**src/rtl/multi_dispense_pkg.sv**
```systemverilog
// Shared definitions for the multi-channel dispense engine.
//   state_t      : FSM state encoding (IDLE, PUSH, REVERT, WAIT)
//   ms_to_cycles : phase length in ms -> clock cycles
//   ch_width     : channel index width, never less than one bit
package multi_dispense_pkg;

  typedef enum logic [1:0] {
    IDLE   = 2'd0,
    PUSH   = 2'd1,
    REVERT = 2'd2,
    WAIT   = 2'd3
  } state_t;

  function automatic int ms_to_cycles(input int clk_freq, input int ms);
    return (clk_freq / 1000) * ms;
  endfunction

  function automatic int ch_width(input int num_ch);
    return (num_ch <= 1) ? 1 : $clog2(num_ch);
  endfunction

endpackage

```
**src/rtl/dispense_phase_timer.sv**
```systemverilog
// Loadable down-counter timing one engine phase.
//   clk, rst_n : clock, async active-low reset
//   load       : reload the counter with load_val (takes priority)
//   load_val   : phase length minus one
//   tc         : terminal count, high while the counter sits at zero
// Loading N-1 on phase entry makes tc rise in the N-th cycle of the phase.
module dispense_phase_timer #(
  parameter int W = 8
) (
  input  logic         clk,
  input  logic         rst_n,
  input  logic         load,
  input  logic [W-1:0] load_val,
  output logic         tc
);

  logic [W-1:0] cnt;

  always_ff @(posedge clk or negedge rst_n) begin
    if (!rst_n)            cnt <= '0;
    else if (load)         cnt <= load_val;
    else if (cnt != '0)    cnt <= cnt - W'(1);
  end

  assign tc = (cnt == '0);

endmodule

```
**src/rtl/multi_dispense_engine.sv**
```systemverilog
// Multi-channel servo dispense engine. Runs PUSH-REVERT-WAIT on one
// channel at a time for a requested number of repeats.
//   clk, rst_n          : clock, async active-low reset
//   req_valid/req_ready : request handshake; req_ch, req_count payload
//   abort               : level, cuts the running job short (servo retracts)
//   servo_pos, led      : per-channel drive, only active_ch ever set
//   busy, active_ch     : job running / channel of current or last job
//   remaining           : pushes not yet completed
//   done, aborted       : completion pulse, aborted qualifies it
//   err                 : pulse when a request names a nonexistent channel
module multi_dispense_engine
  import multi_dispense_pkg::*;
#(
  parameter int CLK_FREQ  = 50_000_000,
  parameter int NUM_CH    = 4,
  parameter int CNT_W     = 4,
  parameter int PUSH_MS   = 500,
  parameter int REVERT_MS = 500,
  parameter int WAIT_MS   = 500,
  localparam int CH_W     = ch_width(NUM_CH)
) (
  input  logic              clk,
  input  logic              rst_n,
  input  logic              req_valid,
  output logic              req_ready,
  input  logic [CH_W-1:0]   req_ch,
  input  logic [CNT_W-1:0]  req_count,
  input  logic              abort,
  output logic [NUM_CH-1:0] servo_pos,
  output logic [NUM_CH-1:0] led,
  output logic              busy,
  output logic [CH_W-1:0]   active_ch,
  output logic [CNT_W-1:0]  remaining,
  output logic              done,
  output logic              aborted,
  output logic              err
);

  localparam int PUSH_CYC   = ms_to_cycles(CLK_FREQ, PUSH_MS);
  localparam int REVERT_CYC = ms_to_cycles(CLK_FREQ, REVERT_MS);
  localparam int WAIT_CYC   = ms_to_cycles(CLK_FREQ, WAIT_MS);
  localparam int MAX_CYC    = (PUSH_CYC > REVERT_CYC) ?
                              ((PUSH_CYC > WAIT_CYC) ? PUSH_CYC : WAIT_CYC) :
                              ((REVERT_CYC > WAIT_CYC) ? REVERT_CYC : WAIT_CYC);
  localparam int TMR_W      = $clog2(MAX_CYC) + 1;

  localparam logic [TMR_W-1:0] PUSH_LD   = TMR_W'(PUSH_CYC - 1);
  localparam logic [TMR_W-1:0] REVERT_LD = TMR_W'(REVERT_CYC - 1);
  localparam logic [TMR_W-1:0] WAIT_LD   = TMR_W'(WAIT_CYC - 1);
  localparam logic [CH_W:0]    NUM_CH_V  = (CH_W + 1)'(NUM_CH);

  state_t           state, state_nxt;
  logic             tmr_load, tc;
  logic [TMR_W-1:0] tmr_val;
  logic             done_nxt, abt_nxt, err_nxt;
  logic             abort_seen;
  logic             ch_bad, accept, start;

  assign ch_bad = ({1'b0, req_ch} >= NUM_CH_V);
  assign accept = req_valid && (state == IDLE);
  assign start  = accept && !ch_bad && (req_count != '0);

  dispense_phase_timer #(.W(TMR_W)) u_timer (
    .clk      (clk),
    .rst_n    (rst_n),
    .load     (tmr_load),
    .load_val (tmr_val),
    .tc       (tc)
  );

  always_ff @(posedge clk or negedge rst_n) begin
    if (!rst_n) state <= IDLE;
    else        state <= state_nxt;
  end

  // Every state entry reloads the timer; an abort out of PUSH/WAIT counts
  // as a fresh REVERT entry.
  always_comb begin
    state_nxt = state;
    tmr_load  = 1'b0;
    tmr_val   = '0;
    done_nxt  = 1'b0;
    abt_nxt   = 1'b0;
    err_nxt   = 1'b0;
    case (state)
      IDLE: begin
        if (accept) begin
          if (ch_bad)                err_nxt  = 1'b1;
          else if (req_count == '0)  done_nxt = 1'b1;
          else begin
            state_nxt = PUSH;
            tmr_load  = 1'b1;
            tmr_val   = PUSH_LD;
          end
        end
      end
      PUSH: begin
        if (abort || tc) begin
          state_nxt = REVERT;
          tmr_load  = 1'b1;
          tmr_val   = REVERT_LD;
        end
      end
      REVERT: begin
        if (tc) begin
          // An abort landing in the last REVERT cycle still ends the job.
          if (abort || remaining <= CNT_W'(1)) begin
            state_nxt = IDLE;
            done_nxt  = 1'b1;
            abt_nxt   = abort || abort_seen;
          end else begin
            state_nxt = WAIT;
            tmr_load  = 1'b1;
            tmr_val   = WAIT_LD;
          end
        end
      end
      WAIT: begin
        if (abort) begin
          state_nxt = REVERT;
          tmr_load  = 1'b1;
          tmr_val   = REVERT_LD;
        end else if (tc) begin
          state_nxt = PUSH;
          tmr_load  = 1'b1;
          tmr_val   = PUSH_LD;
        end
      end
      default: state_nxt = IDLE;
    endcase
  end

  always_ff @(posedge clk or negedge rst_n) begin
    if (!rst_n) begin
      active_ch  <= '0;
      remaining  <= '0;
      abort_seen <= 1'b0;
      done       <= 1'b0;
      aborted    <= 1'b0;
      err        <= 1'b0;
    end else begin
      done    <= done_nxt;
      aborted <= abt_nxt;
      err     <= err_nxt;
      if (start) begin
        active_ch  <= req_ch;
        remaining  <= req_count;
        abort_seen <= 1'b0;
      end else if (state != IDLE) begin
        if (abort) abort_seen <= 1'b1;
        if (state == REVERT && tc) remaining <= abort ? '0 : remaining - CNT_W'(1);
        else if (abort)            remaining <= CNT_W'(1);
      end
    end
  end

  assign req_ready = (state == IDLE);
  assign busy      = (state != IDLE);

  for (genvar i = 0; i < NUM_CH; i++) begin : g_ch
    logic sel;
    assign sel          = (active_ch == CH_W'(i));
    assign servo_pos[i] = sel && (state == PUSH);
    assign led[i]       = sel && (state == PUSH || state == REVERT);
  end

endmodule

```
**config.mk**
```make
export PLATFORM = sky130hd
export DESIGN_NAME = multi_dispense_engine
export DESIGN_NICKNAME = d
export VERILOG_FILES = /design/src/rtl/multi_dispense_pkg.sv /design/src/rtl/dispense_phase_timer.sv /design/src/rtl/multi_dispense_engine.sv
export SDC_FILE = /design/constraint.sdc
export NUM_CORES = 1
export LEC_CHECK = 0
export BUFFER_PORTS_ARGS = -buffer_cell sky130_fd_sc_hd__buf_4
export CORE_ASPECT_RATIO = 1.25
export CORE_MARGIN = 3
export CORE_UTILIZATION = 42
export CTS_CLUSTER_DIAMETER = 150
export DETAILED_ROUTE_END_ITERATION = 8
export MAX_ROUTING_LAYER = met4
export PLACE_DENSITY = 0.61
export SLEW_MARGIN = 20
export SYNTH_ARGS = -nofsm -noshare
export SYNTH_HDL_FRONTEND = slang
export SYNTH_SLANG_ARGS = --single-unit
```
**constraint.sdc**
```tcl
create_clock -name clk -period 3 [get_ports clk]
set_input_delay 0.6 -clock clk [delete_from_list [all_inputs] [get_ports clk]]
set_output_delay 0.6 -clock clk [all_outputs]
set_load 0.02 [all_outputs]
```
Word-level counts from Yosys, hierarchy flattened
Index checks and enable logic that the tools add are counted.
{"block": "totals", "out_inout_bits": 19, "wordCells": 92, "regBits": 37, "in_bits": 10}
{"block": "op_classes", "add_sub_neg": 2, "n_reduce_logical": 29, "muxes": 42, "n_lt_le_gt_ge": 1, "n_eq_ne": 11}
{"cell": "2-to-1 mux 25 bit", "n": 7}
{"cell": "one-hot mux 26 bit (4 select lines)", "n": 1}
{"cell": "2-to-1 mux 26 bit", "n": 2}
{"cell": "zero test 26 bit", "n": 1}
{"cell": "nonzero test 26 bit", "n": 1}
{"cell": "subtractor 26 x 1 -> 26 bit (second input constant)", "n": 1}
{"cell": "2-to-1 mux 4 bit", "n": 5}
{"cell": "2-to-1 mux 1 bit", "n": 17}
{"cell": "2-to-1 mux 2 bit", "n": 7}
{"cell": "logical AND 1 bit", "n": 11}
{"cell": "== test 2 bit (second input constant)", "n": 4}
{"cell": "one-hot mux 2 bit (4 select lines)", "n": 1}
{"cell": "nonzero test 2 bit", "n": 4}
{"cell": "inequality test 2 bit (second input constant)", "n": 3}
{"cell": "AND reduction 5 bit", "n": 1}
{"cell": "== test 2 x 1 -> 1 bit (second input constant)", "n": 2}
{"cell": "<= comparator 4 x 1 -> 1 bit (second input constant)", "n": 1}
{"cell": "zero test 2 bit", "n": 2}
{"cell": "zero test 4 bit", "n": 1}
{"cell": "logical OR 1 bit", "n": 4}
{"cell": "one-hot mux 1 bit (4 select lines)", "n": 1}
{"cell": "AND reduction 2 bit", "n": 2}
{"cell": "nonzero test 4 bit", "n": 1}
{"cell": "subtractor 4 x 1 -> 4 bit (second input constant)", "n": 1}
{"cell": "other kinds (4)", "n": 4}

Longest topological paths before layout
Gate-level depths: netlist (run 1).
{"block": "logic_depth", "ltp_word": 6, "mapped_depth": 9, "depth_no_buf": 7}

By module
A second synthesis (run 1) with hierarchy kept.
{"block": "unflattened", "cells_unflattened": 268, "area_unflattened_um2": 2374.8}
{"module": "dispense_phase_timer", "instances": 1, "cells_each": 171, "seq_area_each_um2": 650.6, "area_each_um2": 1535.2}
{"module": "multi_dispense_engine", "instances": 1, "cells_each": 97, "seq_area_each_um2": 275.3, "area_each_um2": 839.6}

Least setup slack after synthesis (run 1)
Ideal clock, no wire load.
{"block": "synth_timing", "path_type": "flip-flop to flip-flop", "from": "reg u_timer.cnt[8]", "to": "reg u_timer.cnt[25]", "path_buffers": 2, "synth_period_minus_slack_ns": 2.555, "path_stages_with_launch": 8, "setup_time_ns": 0.073, "path_slack_ns": 0.445, "arrival_ns": 2.482, "required_time_ns": 2.927, "cell_sequence": "dfrtp_1 -> or4_1 -> buf_2 -> or4_4 -> buf_6 -> or2_4 -> or4_4 -> a21oi_2"}
{"block": "synth_via", "elab_chain_cells": 5, "word_cells_on_any_way": 12, "cone_classes": "1 x add/sub; 7 x mux; 4 x reduce/logical"}
{"item": "start, declared", "line": "dispense_phase_timer.sv:17", "rtl": "logic [W-1:0] cnt;"}
{"item": "start signal, assigned", "line": "dispense_phase_timer.sv:21", "rtl": "else if (load) cnt <= load_val;"}
{"item": "start signal, assigned", "line": "dispense_phase_timer.sv:22", "rtl": "else if (cnt != '0) cnt <= cnt - W'(1);"}
{"item": "branches (longest 5 deep; another with subtractor 26 x 1 -> 26 bit)"}
Several ways; the timed one is not identified. The select of a mux whose other input is x is not followed.
A chain may end at the register's enable or synchronous reset.

Final worst setup path (run 1)
{"block": "layout_timing", "from": "reg u_timer.cnt[8]", "to": "reg u_timer.cnt[14]"}
{"block": "layout_via", "elab_chain_cells": 5, "word_cells_on_any_way": 17, "cone_classes": "1 x add/sub; 12 x mux; 4 x reduce/logical"}
{"item": "branches (longest 5 deep; another with subtractor 26 x 1 -> 26 bit)"}
Several ways; the timed one is not identified. The select of a mux whose other input is x is not followed.

==> results list, run 1 <==
- TritonCTS clock tree: done
- CTS placed an instance of sky130_fd_sc_hd__clkbuf_8 at the clock tree root.
* Number of top-level pins: 29
- Resized Gates After CTS: 0
- Static timing analysis puts the maximum clock frequency at 369 MHz.
* Number of setup buffers added after CTS: 0
- Yosys printed 0 warnings.
* Clk sink count: 37
- Cells with a size suffix above 1 make up 16.3% of the layout.
* Placer's final routability congestion estimate: 0.868
- Power spread over the standard cell area amounts to 754 nW/um2.
* Most frequent cell after synthesis: sky130_fd_sc_hd__dfrtp_1
- Cell at the slowest stage of the critical path: sky130_fd_sc_hd__or4_1
* Cell-by-cell listing of the critical path: or4_1, or4_1, or4_1, xor2_1, nand2_1
- Of the available clock period, the critical path in the final layout requires 90.3%.
- Antenna cell count: 0
- Class of the most critical setup path: flop to flop
- Router iterations before antenna repair: 4
- Synthesis handed over a netlist of 263 instances.
* Area of the die: 6280 um2
* Worst Skew: 0.0126 ns
- The clock period could shrink to 2.71 ns.
* Number of storage elements in the synthesis netlist: 37
* Leakage dissipation: 1.03 nW
- Port buffering added 27 buffers.
- Critical path's largest stage delay: 0.70 ns
* Worst-Skew Late Latency: 0.30 ns
- Flop2flop setup slack: 0.29 ns
* Min setup slack post-route: 0.291 ns
- After filler insertion, the fill cell instance count of the layout stands at 493.
- At the pin with the least slew margin, the transition time is 0.633 ns.
- The routed layout has 1977 vias.
* Area contributors post-synth: sky130_fd_sc_hd__dfrtp_1, sky130_fd_sc_hd__nand2_1, sky130_fd_sc_hd__nor2_1
- DRC viols: 0
- Number of standard-cell rows in the floorplan: 29
* Syn-to-layout area delta: 16.7%
* TritonCTS Buffers: 5
* CP required: 3.15 ns
* Final antenna-violating net count: 0
- Summed negative setup slack over all endpoints: 0 ns
* Sort of element at the start of the critical path: flop
* Net count of the mapped netlist: 280
- For the worst setup path, the data arrival time is 2.86 ns.
* Min-delay worst type: input port to async pin
* Final Util: 51.4%
- Prior to clock tree synthesis, the placed netlist has a worst setup slack of 0.350 ns.
- Antenna violations before repair: 0
- Endpoint type of the worst setup path: flop
- Clock-pin slew was measured on the worst setup and hold paths at 0.09 ns.
* Wirelength per Cell: 15.5 um
- Max Root-Sink Buffers: 2
- Worst-case vdd ir drop: 0.000262 V
- Asr flop ratio synth: 100%
- Global routing used 19.4% of the available tracks across all layers.
* Sequential cell area fraction in the yosys report: 41.1%
* Most used DFF post-synth: sky130_fd_sc_hd__dfrtp_1
- The region available for standard cell placement spans 5120 um2.
- The via count of the first global-routing pass came to 2007.
- Measured along the x axis, the die boundary spans 71.5 um.
* Max-cap violation count: 0
- The final number of hold-violating endpoints came to 0.
- The run finished with clean final reports.
- Mean instance size in the synthesized netlist: 8.56 um2
- Post-synth EDFFs: 0
* Dominant cell type by area after synthesis: sky130_fd_sc_hd__dfrtp_1
* DR vias/cell: 5.65
* Relative slew slack: 57.4%
- The die is 87.9 um tall.
- Max Transition Viols Final: 0
- After synthesis the cells add up to 2250 um2.
* H-tree lvl count: 2
- In the final design database the tool counted 304 nets.
* Overflow left after global routing: 0
* Setup repair after global routing missed its margin: no
- The first global-routing pass estimated 9320 um of wire.
- Wirelength, routed: 5410 um
- The first routing iteration left 107 violations.
- By count the netlist is led by sky130_fd_sc_hd__dfrtp_1, sky130_fd_sc_hd__nand2_1, sky130_fd_sc_hd__nor2_1, sky130_fd_sc_hd__o21ai_0.
- Summed over all nets, the half-perimeter wirelength after detailed placement is 3970 um.
- Entering global routing, the biggest net connects 38 pins.
- Critical path fanouts, max: 9
- Most frequent CP cell: sky130_fd_sc_hd__or4_1
* Post-synth top area share: 41.1%
* Initial cell density of the core: 44.0%
- Distinct cells, synth: 49
- For this design, the CTS-stage hold fixing added 0 buffers.
- Setup violations remaining at the end of the flow were counted as 0.
==> flip-flops by register name, indices dropped and copies added (netlist names) <==
name         flops
abort_seen       1
aborted          1
active_ch        2
done             1
remaining        4
state            2
u_timer.cnt     26
==> worst max-delay path, delay by kind of cell, from the launching register on <==
kind	cells	cell delay (ns)
AND/OR/NAND/NOR	4	1.97
flip-flops	1	0.43
XOR/XNOR	1	0.15
==> layout by cell type, fill, tap and decap left out, drive strengths merged, types with 3 or more instances in the layout <==
cell type / synthesis / layout
nand4: 4 / 4
clkbuf: 9 / 5
and3: 3 / 3
nor2: 27 / 27
or4: 13 / 13
xnor2: 5 / 5
nor4: 11 / 11
a211oi: 3 / 3
or2: 4 / 4
nand3: 7 / 7
or3: 6 / 6
o41ai: 3 / 3
buf: 5 / 31
inv: 9 / 9
nor3: 9 / 9
o31ai: 3 / 3
o21ai: 15 / 15
and2: 4 / 4
a21oi: 12 / 12
xor2: 8 / 8
ha: 7 / 7
dfrtp: 37 / 37
nand2: 34 / 34
==> path summary, 6_finish.rpt <==
path	from	end	depth (start not counted)
setup / recovery	u_timer.cnt[8]	u_timer.cnt[14]	5
hold / removal	rst_n	remaining[1]	1
setup reg to reg	u_timer.cnt[8]	u_timer.cnt[14]	5
hold reg to reg	abort_seen	abort_seen	2
max in group asynchronous	rst_n	u_timer.cnt[6]	1
min in group clk	req_ch[1]	active_ch[1]	3
==> logic make-up (layout without fill, tap and decap cells) <==
| group | after synthesis | in the layout | share of synthesized area, % |
|---|---|---|---|
| compound gates | 51 | 51 | 14.8 |
| buf+inv | 23 | 48 | 4.50 |
| simple gates | 131 | 131 | 30.5 |
| xor+xnor | 13 | 13 | 5.06 |
| other cells | 1 | 1 | 0.167 |
| fa+ha+maj | 7 | 7 | 3.89 |
| flops | 37 | 37 | 41.1 |
==> routing by layer <==
layer	vias up	part of all wire, %	routed length (um)	GRT usage, %
met5	-	0	0	-
met4	0	2.7	144	8.72
met3	13	5.2	284	4.59
met2	50	50	2710	32.5
met1	929	42	2280	22.0
li1	985	-	-	-
==> power by group <==
| group | internal (mW) | switching [mW] |
|---|---|---|
| sequential | 0.574 | 0.0968 |
| combinational | 0.316 | 0.478 |
| clock | 0.330 | 0.187 |
| total | 1.22 | 0.761 |
==> through the flow <==
step                hold WS, ns  std cells  instance area, um2  total power, mW
floorplan                 0.304        263                2250             1.21
global placement          0.487        342                2490             1.49
detailed placement        0.495        342                2490             1.49
CTS                       0.275        350                2630             2.01
global route              0.286        350                2630             2.14
finish                    0.248        350                2630             1.98
==> final cells by class <==
class                   instances  area, um2  area share (%)
multi-input cells             203       1220            46.6
flip-flops and latches         37        926            35.2
repair buffers                 31        233            8.86
clock inverters                 3       65.1            2.48
clock buffers                   5       68.8            2.62
inverters                       9       33.8            1.29
well taps                      62       77.6            2.95
(Power assumes the default switching activity.)
==> inputs of run 2 (changes only) <==
Settings changed: CORE_ASPECT_RATIO 1.25 to not set, CTS_BUF_LIST set to sky130_fd_sc_hd__clkbuf_16.
==> results list, run 2 (synthesis results as in run 1) <==
- Along the worst path, the maximum fanout reaches 16.
- The first global-routing pass estimated 8990 um of wire.
* Leakage dissipation: 1.03 nW
- The initial antenna violation count is 0.
- Total of fill cells in the finished design: 504
* Root cell of the clock tree: sky130_fd_sc_hd__clkbuf_16
- Worst-Skew Late Latency: 0.28 ns
- Max Transition Viols Final: 0
* TritonCTS clock tree: done
* Status: finished clean
- Syn-to-layout area delta: 17.1%
* Final hold vios: 0
* Leading cell type in the layout, fill and taps excluded: sky130_fd_sc_hd__dfrtp_1
* Count of nets after finishing: 304
* Data arrival time of the critical path: 2.87 ns
- The post-route netlist has 15.3% of its cells at a drive strength greater than 1.
- H-tree lvl count: 2
* Worst-case vdd ir drop: 0.000400 V
* Endpoint type of the worst setup path: flop
- Dividing the detail-routed wire length by the instance count gives 14.9 um.
- Die span in x: 79.2 um
- Class of the most critical setup path: flop to flop
- Area of the placeable core: 5140 um2
- More flip-flops sit in one register than any other, and that register is u_timer.cnt.
- Violation count after the first detailed-route iteration: 149
- Clock transition at the registers of the reported paths: 0.05 ns
- Setup violations remaining at the end of the flow were counted as 0.
- Top flop regs: u_timer.cnt x26, remaining x4
* Max Root-Sink Buffers: 2
* Setup repair after global routing missed its margin: no
- Worst Tran Pin Value: 0.723 ns
* DR vias/cell: 5.57
* Largest net degree at the start of global routing: 38
- Buffers added to address setup during post-CTS repair amount to 0.
- Max-cap violation count: 0
- The via count of the first global-routing pass was 1875.
- Peak clock frequency supported by timing: 374 MHz
* DRC viols: 0
- Routability-driven placement finished with a final weighted congestion of 0.805.
* Relative slew slack: 51.4%
* Worst Skew: 0.00353 ns
- Wirelength, routed: 5320 um
* CP required: 3.20 ns
- Share of the clock period used by the worst path: 89.1%
- The repair_antennas step left the layout with diodes totalling 0.
- Detailed placement finished with a half-perimeter wire length of 3720 um.
* Period minus WS final: 2.67 ns
* Overflow left after global routing: 0
- Initial cell density of the core: 43.8%
* Resized Gates After CTS: 0
- Total routing resource utilization after global routing: 18.8%
- Number of standard-cell rows in the floorplan: 26
- For this design the top-level I/O count stands at 29.
- The count of nets left with antenna violations once routing finished came out at 0.
- Number of flip-flops under the largest register name: 26
- On the final layout, the worst hold slack is 0.279 ns.
* Min-delay worst type: input port to async pin
- Before antenna repair, the detailed router went through 4 iterations.
- Buffers placed on the I/O ports in this run total 27.
* Via count: 1990
- Hold buffer count at CTS: 0
- The die covers 6270 um2.
- In this run the vertical extent of the chip is 79.2 um.
* TritonCTS Buffers: 5
- Setup total negative slack on the finished layout was measured at 0 ns.
- Sort of element at the start of the critical path: flop
- The top cell types in the final layout, fill and taps aside, are sky130_fd_sc_hd__dfrtp_1, sky130_fd_sc_hd__nand2_1, sky130_fd_sc_hd__buf_4, sky130_fd_sc_hd__nor2_1, sky130_fd_sc_hd__o21ai_0.
- Pwr/cell area: 744 nW/um2
- Clock tree synthesis found a total of 37 sinks.
-- run 2: cell count changes in the layout (fill, tap and decap cells not counted) --
cell                        before  now
sky130_fd_sc_hd__clkbuf_16       0    5
sky130_fd_sc_hd__clkbuf_8        5    0
sky130_fd_sc_hd__bufinv_16       2    0
sky130_fd_sc_hd__clkinv_1        0    1
sky130_fd_sc_hd__clkinv_2        1    0
sky130_fd_sc_hd__inv_1           9   10
-- run 2: final cells by class --
cell class                 count  area [um2]  share of cell area (%)
multi-input combinational    203        1220                    46.4
sequential                    37         926                    35.1
inverter                       9        33.8                    1.28
clock inverter                 2        7.51                   0.285
timing repair buffer          31         233                    8.83
tap                           70        87.6                    3.32
clock buffer                   5         125                    4.75
-- run 2: critical path, cell delays in order (launching register included) --
cell,delay (ns)
sky130_fd_sc_hd__dfrtp_1,0.41
sky130_fd_sc_hd__or4_1,0.66
sky130_fd_sc_hd__or4_1,0.70
sky130_fd_sc_hd__o21ai_1,0.21
sky130_fd_sc_hd__nand2_1,0.37
sky130_fd_sc_hd__o211ai_1,0.24
-- run 2: layer usage --
layer / global-route usage (%) / vias up / wire, um
met4: 6.19 / 0 / 83
li1: - / 999 / -
met3: 3.74 / 5 / 197
met1: 26.1 / 951 / 2720
met2: 27.4 / 35 / 2320
met5: - / - / 0
-- run 2: stage by stage --
stage	util, %	setup WS (ns)	instance area [um2]	total power [mW]	instances
after floorplan	-	0.445	2250	1.21	263
after global placement	48.7	0.396	2500	1.48	350
after global routing	51.3	0.126	2640	2.12	357
after CTS	51.3	0.330	2640	1.97	357
final	51.3	0.328	2640	1.96	357
after detailed placement	48.7	0.331	2500	1.48	350
-- run 2: worst paths after layout --
check	depth (start not counted)	from	endpoint	slack, ns
setup / recovery	5	u_timer.cnt[8]	u_timer.cnt[2]	0.33
hold / removal	1	rst_n	active_ch[0]	0.28
setup reg to reg	5	u_timer.cnt[8]	u_timer.cnt[2]	0.33
hold reg to reg	2	abort_seen	abort_seen	0.52
max in group asynchronous	1	rst_n	u_timer.cnt[8]	2.39
min in group clk	3	req_ch[1]	active_ch[1]	0.51
-- run 2: where the power goes --
part / total (mW) / internal, mW / switching [mW]
Combinational: 0.801 / 0.317 / 0.485
Clock: 0.486 / 0.297 / 0.190
Sequential: 0.675 / 0.576 / 0.0997
==> inputs of run 3 (changes only) <==
Settings changed: CORE_UTILIZATION 42 to 50, GPL_ROUTABILITY_DRIVEN set to 0, PLACE_DENSITY 0.61 to 0.71.
Clock period 3 ns to 2.75 ns, I/O delays scaled along.
==> results list, run 3 (synthesis results as in run 1) <==
- The number of placed instances, taps included, is 335.
- DRC viols: 0
- Data arrival time of the critical path: 2.83 ns
- In the global route stage, overall resource usage came out at 20.9%.
* Worst Skew: 0.00458 ns
- Hold buffer count at CTS: 0
- Antenna violations before repair: 0
* Register name with the most flops: u_timer.cnt
- Subtracting the final worst setup slack from the clock period gives 2.62 ns.
- Setup violations remaining at the end of the flow were counted as 0.
* Resized Gates After CTS: 0
- Critical path fanouts, max: 10
* Syn-to-layout area delta: 18.1%
- Antenna cell count: 0
* Top library cells by usage in the layout, fill and taps aside: sky130_fd_sc_hd__dfrtp_1, sky130_fd_sc_hd__buf_4, sky130_fd_sc_hd__nand2_1, sky130_fd_sc_hd__nor2_1, sky130_fd_sc_hd__o21ai_0
- Setup repair after global routing missed its margin: no
* Worst-Skew Late Latency: 0.28 ns
- HPWL Detailed: 3750 um
- Share of post-route cells with drive strength above 1: 17.7%
- The initial utilization of the core area, before any placement, comes to 53.9%.
* Number of top-level pins: 29
- For the pin with the worst max-slew slack, the measured transition is 0.561 ns.
* Final hold vios: 0
- Die span in x: 73.1 um
- CP required: 2.96 ns
- Global-route wire length before repair: 8550 um
* Share of the clock period used by the worst path: 95.4%
* Relative slew slack: 62.3%
- Number of standard-cell rows in the floorplan: 23
* Router iterations before antenna repair: 4
- Timing would allow up to 381 MHz.
* Max-cap violation count: 0
- Entering global routing, the biggest net connects 38 pins.
* Clk sink count: 37
- The final layout contains routed wiring with a total length of 5150 um.
- Violation count after the first detailed-route iteration: 107
- Endpoint type of the worst setup path: flop
- Summed over all failing endpoints, the final setup total negative slack is 0 ns.
- The register with the most flip-flops in the layout has 26 of them.
- Worst-case vdd ir drop: 0.000399 V
* Status: finished clean
- Clock transition at the registers of the reported paths: 0.06 ns
* Leading cell type in the layout, fill and taps excluded: sky130_fd_sc_hd__dfrtp_1
- The worst setup path is launched from a flop.
- Once detail routing completed, the nets flagged for antenna violations numbered 0.
- Count of port buffers added during placement: 27
* Via count: 1977
* Number of setup buffers added after CTS: 0
- Power spread over the standard cell area amounts to 809 nW/um2.
- In this run the static leakage power is 1.06 nW.
- Count of nets after finishing: 309
- The min-delay analysis places its worst path in the category input port to async pin.
- Overflow left after global routing: 0
* Depth of the most critical reg-to-reg path: 5
* Area of the placeable core: 4170 um2
- The longest clock path from root to sink contains 2 buffers.
- Die H: 73.1 um
* Class of the most critical setup path: flop to flop
- Root cell of the clock tree: sky130_fd_sc_hd__clkbuf_16
- The via count of the first global-routing pass was 1785.
- Max Transition Viols Final: 0
- TritonCTS built the clock tree.
- The die covers 5340 um2.
- DR vias/cell: 5.76
- H-tree lvl count: 2
- Leaving out filler cells and counting taps, the final layout contains 343.
- Wirelength per Cell: 15.0 um
* Top flop regs: u_timer.cnt x26, remaining x4
* TritonCTS Buffers: 5
[run 3: metrics by stage]
step                      area [um2]  setup slack, ns  hold slack, ns  utilization [%]  total power, mW
after floorplan                 2250            0.195           0.254                -             1.32
after CTS                       2660            0.121           0.249             63.6             2.17
after global routing            2660          0.00661           0.263             63.7             2.28
after global placement          2520            0.183           0.487             60.3             1.61
final                           2660            0.126           0.227             63.7             2.15
after detailed placement        2520            0.126           0.505             60.3             1.62
[run 3: worst paths after layout]
check,start,to,slack (ns)
min in group clk,req_ch[1],active_ch[1],0.47
max in group asynchronous,rst_n,aborted,2.20
min,rst_n,u_timer.cnt[16],0.23
max,u_timer.cnt[8],u_timer.cnt[25],0.13
max reg2reg,u_timer.cnt[8],u_timer.cnt[25],0.13
min reg2reg,abort_seen,abort_seen,0.52
[run 3: final cells by class]
type                    count  area (um2)
flip-flops and latches     37         926
inverters                   9        33.8
well taps                  50        62.6
clock inverters             3        13.8
multi-input cells         203        1230
clock buffers               5         125
fillers                   347        1520
repair buffers             36         270
[run 3: where the power goes]
group	internal [mW]	total, mW	switching (mW)
clock network	0.329	0.537	0.208
logic	0.358	0.876	0.518
registers	0.628	0.737	0.109
[run 3: routing by layer]
layer | share of wire (%) | routed length, um | global-route usage (%) | vias up
met5 | 0 | 0 | - | -
met4 | 0.62 | 32 | 5.74 | 0
met3 | 4.4 | 224 | 3.86 | 4
met2 | 47 | 2440 | 31.3 | 42
met1 | 48 | 2450 | 29.1 | 927
li1 | - | - | - | 1004
[run 3: worst max-delay path, cell delays in order, from the launching register on]
cell,delay (ns)
sky130_fd_sc_hd__dfrtp_1,0.41
sky130_fd_sc_hd__or4_1,0.65
sky130_fd_sc_hd__or4_4,0.64
sky130_fd_sc_hd__or2_4,0.30
sky130_fd_sc_hd__or4_4,0.42
sky130_fd_sc_hd__a21oi_2,0.13
